**src/rtl/pcd_fdt_check.sv**
```systemverilog
// pcd_fdt_check: ISO/IEC 14443-3 Type A (106 kbit/s) PCD-side frame delay time checker
module pcd_fdt_check #(
    parameter int COUNTER_WIDTH = 12,
    parameter int TIMEOUT_TICKS = 4000,
    parameter int TIMING_ADJUST = 0,
    parameter int TOLERANCE     = 0
) (
    input  logic                     clk,
    input  logic                     rst,
    input  logic                     pause_n,
    input  logic                     last_tx_bit,
    input  logic                     tx_done,
    input  logic                     picc_mod_edge,
    output logic                     busy,
    output logic                     result_valid,
    output logic [COUNTER_WIDTH-1:0] fdt_ticks,
    output logic                     fdt_ok,
    output logic                     fdt_early,
    output logic                     timeout
);
    localparam int W = COUNTER_WIDTH;
    localparam int E0 = 1172;
    localparam int E1 = 1236;
    localparam logic [W-1:0]        TO   = TIMEOUT_TICKS[W-1:0];
    localparam logic [W:0]          ADJ  = TIMING_ADJUST[W:0];
    localparam logic signed [W+1:0] TOL  = TOLERANCE[W+1:0];
    localparam logic signed [W+1:0] EXP0 = E0[W+1:0];
    localparam logic signed [W+1:0] EXP1 = E1[W+1:0];

    typedef enum logic [1:0] {IDLE, TX, WAIT, DONE} state_t;
    state_t state, state_next;
    logic pause_q, last_bit, rise, take_result, hit_timeout;
    logic [W-1:0] cnt, ticks, fdt_next;
    logic [W:0] adj;
    logic signed [W+1:0] expected, diff;

    assign rise         = pause_n && !pause_q;
    assign ticks        = rise ? '0 : (&cnt ? cnt : cnt + 1'b1);
    assign adj          = {1'b0, ticks} + ADJ;
    assign fdt_next     = adj[W] ? '1 : adj[W-1:0];
    assign expected     = last_bit ? EXP1 : EXP0;
    assign diff         = $signed({2'b00, fdt_next}) - expected;
    assign busy         = (state == TX) || (state == WAIT);
    assign result_valid = (state == DONE);

    // next state: a new pause in WAIT aborts, and a response beats a coincident timeout
    always_comb begin
        state_next  = state;
        take_result = 1'b0;
        hit_timeout = 1'b0;
        case (state)
            IDLE: state_next = pause_n ? IDLE : TX;
            TX:   state_next = tx_done ? WAIT : TX;
            WAIT: begin
                if (!pause_n) begin
                    state_next = TX;
                end else if (picc_mod_edge) begin
                    state_next  = DONE;
                    take_result = 1'b1;
                end else if (ticks >= TO) begin
                    state_next  = IDLE;
                    hit_timeout = 1'b1;
                end
            end
            DONE:    state_next = pause_n ? IDLE : TX;
            default: state_next = IDLE;
        endcase
    end

    // state, pause history, tick counter, latched last bit and timeout pulse
    always_ff @(posedge clk) begin
        if (rst) begin
            state    <= IDLE;
            pause_q  <= 1'b1;
            cnt      <= '0;
            last_bit <= 1'b0;
            timeout  <= 1'b0;
        end else begin
            state    <= state_next;
            pause_q  <= pause_n;
            cnt      <= ticks;
            timeout  <= hit_timeout;
            if (state == TX && tx_done) last_bit <= last_tx_bit;
        end
    end

    // result registers hold until the next completed measurement
    always_ff @(posedge clk) begin
        if (rst) begin
            fdt_ticks <= '0;
            fdt_ok    <= 1'b0;
            fdt_early <= 1'b0;
        end else if (take_result) begin
            fdt_ticks <= fdt_next;
            fdt_ok    <= (diff <= TOL) && (diff >= -TOL);
            fdt_early <= diff < -TOL;
        end
    end
endmodule

```
**config.mk**
```make
export PLATFORM = sky130hd
export DESIGN_NAME = pcd_fdt_check
export DESIGN_NICKNAME = d
export VERILOG_FILES = /design/src/rtl/pcd_fdt_check.sv
export SDC_FILE = /design/constraint.sdc
export NUM_CORES = 1
export LEC_CHECK = 0
export CAP_MARGIN = 25
export CORE_UTILIZATION = 54
export CTS_CLUSTER_DIAMETER = 120
export DETAILED_ROUTE_END_ITERATION = 12
export PLACE_DENSITY = 0.78
export SLEW_MARGIN = 20
export SYNTH_ARGS = -nofsm -noshare
export SYNTH_HDL_FRONTEND = slang
export SYNTH_SLANG_ARGS = --single-unit
export TNS_END_PERCENT = 1
```
**constraint.sdc**
```tcl
create_clock -name clk -period 2.56 [get_ports clk]
set_input_delay 0.512 -clock clk [delete_from_list [all_inputs] [get_ports clk]]
set_output_delay 0.512 -clock clk [all_outputs]
set_load 0.1 [all_outputs]
```
==> results.txt <==
- Number of standard cells after synthesis: 212
- Switching portion of total power: 25.02%
- Post-Place Cell Area: 1967 um^2
* Area of the core: 3053 um^2
- For this run, the register share of the synthesized area comes to 35.45%.
- Clock power frac: 39.1%
- Vias per cell: 5.961
- The initial antenna violation count came to 0.
* Filler Cells Inserted: 269
- DR WL/cell: 16.23 um
- Fin. Hold Viols: 0
* Routability congestion estimate: 0.9502
- Headroom to the max-slew limit came out at 60.82%.
- Number of inserted diodes: 0
- The pre-antenna-repair detailed-routing pass consisted of 4 iterations.
- From bottom edge to top edge, the die measures 58.94 um.
- In the global route stage, overall resource usage came out at 28.48%.
- Number of instances resized during post-cts repair: 0
- Pin count of the biggest net entering global routing: 26
- Die X: 58.94 um
- Of all nets on the critical path, the largest fanout is 9.
* Starting density of the core: 57.34%
- Total via count after detailed routing: 1675
* Post-route DRC: 0
- Proportion of power drawn by combinational gates: 11.8%
- Buffers inserted to repair hold after CTS numbered 0.
- The worst path uses 91.72% of the clock period.
- CTS placed an instance of sky130_fd_sc_hd__clkbuf_4 at the clock tree root.
* Buffers inserted during post-CTS setup optimization: 0
* HPWL Detailed: 3.393 mm
* Min-delay worst type: reg -> reg
* Final number of setup-violating endpoints: 0
- Category of the worst setup path launch point: flip-flop
- Synthesized area: 1750 um^2
- Asr flop ratio synth: 0%
- Counting distinct cell types in the post-synthesis netlist gives 57.
- Wire length of the first global-routing pass: 7.238 mm
- The tool flagged a number of max-cap violations equal to 0.
- Layout-stage area growth over the synthesis result: 17.44%
- The number of global-route vias before repair is 1546.
- Maximum root-to-sink buffer count: 2
- Grt ovf: 0
* Number of H-tree levels: 2
* Overall die area: 3473 um^2
- In this run the power spent charging and discharging nets is 0.2550 mW.
- TritonCTS built the clock tree.
* Drt initial violations: 193
- Among all flip-flop cells after synthesis, the most frequent one is sky130_fd_sc_hd__dfxtp_1.
- For the worst-skew pair, the clock arrives at the later sink with an insertion delay of 0.33 ns.
- Pin placement for this block handled 23 I/O pins.
* Worst EP arrival: 2.60 ns
- Counting every sink on the clock net gives 31.
- Slew Viols, Final: 0
- Result of the run: complete, no violations
- Timing would allow up to 425.9 MHz.
- The floorplan has 20 rows.
- Clock-pin slew was measured on the worst setup and hold paths at 0.10 ns.
- On the final layout, the worst clock skew is 0.006492 ns.
* Leakage power summed over all cells: 0.7684 nW
- The internal portion of the total power is 0.7644 mW.
- Counting every net in the synthesized netlist gives 223.
- Worst path required time: 2.81 ns
* Count of flip-flops with a built-in enable after synthesis: 0
- Each instance of the synthesized netlist takes up on average 8.257 um^2.
- Worst IR Drop VDD: 0.5592 mV
- Summed over all layers, the routed wires come to 4.560 mm.
- For the pin with the worst max-slew slack, the measured transition is 0.5861 ns.
- Ys Warns: 0
- Sequential Power Share: 49.1%
- Setup repair after global routing left no endpoint under its margin.
- Once layout is done, the placed cells without fillers occupy 2056 um^2.
- Of the cells placed in the final design, the portion with a size suffix greater than 1 is 21.10%.
* Port Buffers: 22
* Final core utilization: 67.34%
- In the final timing run, aggregate negative setup slack is 0 ns.
- The synthesized design contains 31 register bits.
* Final min period: 2.348 ns
- STA classifies the critical path endpoint as a flip-flop.
* Critical path class: reg -> reg
- In the final design database the tool counted 247 nets.
* Number of nets with antenna violations after detailed routing: 0
- Power density of the placed cells: 495.9 nW/um^2
- TritonCTS created 5 clock buffers.
==> path summary, 6_finish.rpt <==
kind                                    from            to  slack [ns]  depth (start not counted)
worst min-delay path            fdt_ticks[9]  fdt_ticks[9]        0.48                          2
worst max register to register        cnt[1]        fdt_ok        0.21                          7
worst min register to register  fdt_ticks[9]  fdt_ticks[9]        0.48                          2
worst max-delay path                  cnt[1]        fdt_ok        0.21                          7
==> power groups by stage <==
| stage | combinational [mW] | clock [mW] | sequential, mW |
|---|---|---|---|
| 4_1_cts | 0.119 | 0.410 | 0.500 |
| 3_5_place_dp | 0.119 | 0 | 0.511 |
| 6_report | 0.120 | 0.399 | 0.501 |
| 5_1_grt | 0.130 | 0.426 | 0.503 |
| 2_1_floorplan | 0.0742 | 0 | 0.516 |
| 3_3_place_gp | 0.115 | 0 | 0.511 |
==> logic make-up after synthesis <==
group | synth area share (%)
muxes | 1.144
and+or+nand+nor | 29.59
xor gates and xnor gates | 2.002
DFF | 35.45
adders and majority gates | 4.146
AOI/OAI and AO/OA | 22.02
buffers and inverters | 5.647
==> cell type report <==
| cell class | count | area, um^2 | share of cell area, % |
|---|---|---|---|
| Inverter | 6 | 22.52 | 1.096 |
| Tap cell | 44 | 55.05 | 2.678 |
| Timing Repair Buffer | 30 | 237.7 | 11.56 |
| Multi-Input combinational cell | 162 | 1033 | 50.27 |
| Clock inverter | 2 | 35.03 | 1.704 |
| Clock buffer | 6 | 51.30 | 2.495 |
| Sequential cell | 31 | 620.6 | 30.19 |
==> stage by stage <==
step / worst slack (ns) / total power [mW] / hold WS (ns) / cells
after global placement: 0.2705 / 0.6258 / 0.4465 / 273
final: 0.2120 / 1.019 / 0.4761 / 281
after floorplan: 0.4823 / 0.5904 / 0.4769 / 212
after CTS: 0.1688 / 1.030 / 0.4826 / 281
after detailed placement: 0.2011 / 0.6301 / 0.4639 / 273
after global routing: 0.04273 / 1.058 / 0.5034 / 281
==> synthesized netlist by cell type, types with 4 or more instances <==
cell type                  count  area, um^2
sky130_fd_sc_hd__nor3_1        6       30.03
sky130_fd_sc_hd__clkbuf_1      6       22.52
sky130_fd_sc_hd__inv_1         6       22.52
sky130_fd_sc_hd__o21ai_0       5       25.02
sky130_fd_sc_hd__dfxtp_1      31       620.6
sky130_fd_sc_hd__a31oi_1       6       37.54
sky130_fd_sc_hd__nor2_1       26       97.59
sky130_fd_sc_hd__buf_2         4       20.02
sky130_fd_sc_hd__and3_1        4       25.02
sky130_fd_sc_hd__a21oi_1      17       85.08
sky130_fd_sc_hd__nand2_1      21       78.83
sky130_fd_sc_hd__nand4_1       5       31.28
sky130_fd_sc_hd__nand3_1       6       30.03
sky130_fd_sc_hd__ha_1          5       62.56
==> placed cells by master, fill, tap and decap left out, drive strengths merged, types with 3 or more instances in the layout <==
cell type      instances
nor2                  26
nor4                   3
xnor2                  3
ha                     5
clkdlybuf4s50          5
and3                   6
clkbuf                 6
or2                    3
buf                   25
a31oi                  6
o21ai                  5
dfxtp                 31
inv                    6
a211oi                 3
o211ai                 3
nand2                 21
nand3                  8
a21oi                 17
nor3                   6
nand4                  5
==> registers in the layout, indices dropped and copies added, names as in the netlist <==
signal / flops
pause_q: 1
last_bit: 1
fdt_ticks: 12
state: 2
cnt: 12
fdt_ok: 1
fdt_early: 1
timeout: 1
==> per-layer routing <==
metal	share of wire [%]	global-route usage (%)	vias up	wire [um]
met1	45	36.95	766	2042
met5	0	0	-	0
met3	6.5	9.451	11	297
li1	-	-	831	-
met4	1.9	10.88	0	87
met2	47	43.83	67	2133
==> critical path, stage by stage (launching register included) <==
cell and delay [ns]:
sky130_fd_sc_hd__dfxtp_1 0.41, sky130_fd_sc_hd__ha_2 0.30, sky130_fd_sc_hd__and4_1 0.31, sky130_fd_sc_hd__and3_1 0.35, sky130_fd_sc_hd__o21ai_0 0.25, sky130_fd_sc_hd__a211oi_1 0.27
sky130_fd_sc_hd__nand4_1 0.17, sky130_fd_sc_hd__o31ai_2 0.21
No activity file was read; power rests on OpenSTA's default activity.
==> variant (same flow settings) <==
Set the parameter `COUNTER_WIDTH` to 6 (it was 12).
--- a/src/rtl/pcd_fdt_check.sv
+++ b/src/rtl/pcd_fdt_check.sv
@@ -1,5 +1,5 @@
 // pcd_fdt_check: ISO/IEC 14443-3 Type A (106 kbit/s) PCD-side frame delay time checker
 module pcd_fdt_check #(
-    parameter int COUNTER_WIDTH = 12,
+    parameter int COUNTER_WIDTH = 6,
     parameter int TIMEOUT_TICKS = 4000,
     parameter int TIMING_ADJUST = 0,
Ports: changed (resized fdt_ticks); port bits go from 23 to 17. The function was not compared with the original's and may differ.
==> variant against the unedited design <==
Sequential cell count is 12 lower; routed wire length shrank 60%; the run now ends with design-rule violations left; design area is 45% lower; final cell count shrank 50%; synthesized area fell by 45%; power fell by 45%; sequential power decreased by 37%; critical path depth is 3 lower; global-route usage down 7.2 points; combinational power is 21% lower; worst setup slack better by 0.44 ns.
==> variant: results (changes against the unedited design) <==
drcViolationCount: 1  # +1
crit_fanout: 5  # -4
multi_input_area_sq_um: 541.8  # -48%
p_switching_w: 0.0001619  # -37%
vias: 796  # -52%
gr-usage-all-layers_pct: 21.29  # -7.2 points
status: "finished with violations"
clock_buffers: 4  # -2
grt_pass1_wl_um: 3098  # -57%
drt-total-wl_um: 1831  # -60%
synthMuxAreaShare_pct: 2.094  # +0.95 points
hold_slack_ns: 0.4672  # -0.008912 ns
nonClkBufAreaFrac_pct: 12.43  # +0.87 points
synth_xor_area_share_pct: 0.9162  # -1.1 points
placed_area_sq_um: 1101  # -44%
grt_max_degree: 14  # -46%
synthAdderAreaFrac_pct: 6.545  # +2.4 points
hpwlAfterDp_um: 1424  # -58%
inv_count: 5  # -1
ir_drop_mv: 0.4382  # -22%
reg_top3: "cnt: 6 flops, fdt_ticks: 6 flops, state: 2 flops"
synth_nets: 117  # -48%
max_freq_mhz: 523.7  # +23%
synthTopCellsByCount: "dfxtp_1 (19), nand2_1 (14), nor2_1 (10), a21oi_1 (9)"
coreArea_sq_um: 1577  # -48%
whs_path_depth: 1  # -1
port_buffers: 16  # -27%
violations: "design-rule violations"
firstDrtPassIters: 8  # +4
place_ws_ns: 0.4773  # +0.2761 ns
htree_num_levels: 1  # -1
ys_seq_elements: 19  # -39%
==> variant: routing by layer <==
| layer | up-vias | global-route usage [%] | wire length [um] |
|---|---|---|---|
| met3 | 4 | 4.082 | 77 |
| met2 | 19 | 34.12 | 850 |
| met5 | - | 0 | 0 |
| met1 | 367 | 29.05 | 878 |
| li1 | 406 | - | - |
| met4 | 0 | 6.667 | 25 |
==> variant: critical path: stages (launching register included) <==
cell,delay (ns)
dfxtp_1,0.42
inv_1,0.06
ha_1,0.30
inv_1,0.05
buf_4,0.28
==> variant: power groups by stage <==
stage | Combinational, W | Sequential (W) | Clock, W
floorplan | 0.0000682 | 0.000322 | 0
global placement | 0.0000938 | 0.000321 | 0
detailed placement | 0.0000949 | 0.000322 | 0
CTS | 0.0000953 | 0.000315 | 0.000151
global route | 0.000104 | 0.000317 | 0.000164
finish | 0.0000949 | 0.000315 | 0.000149
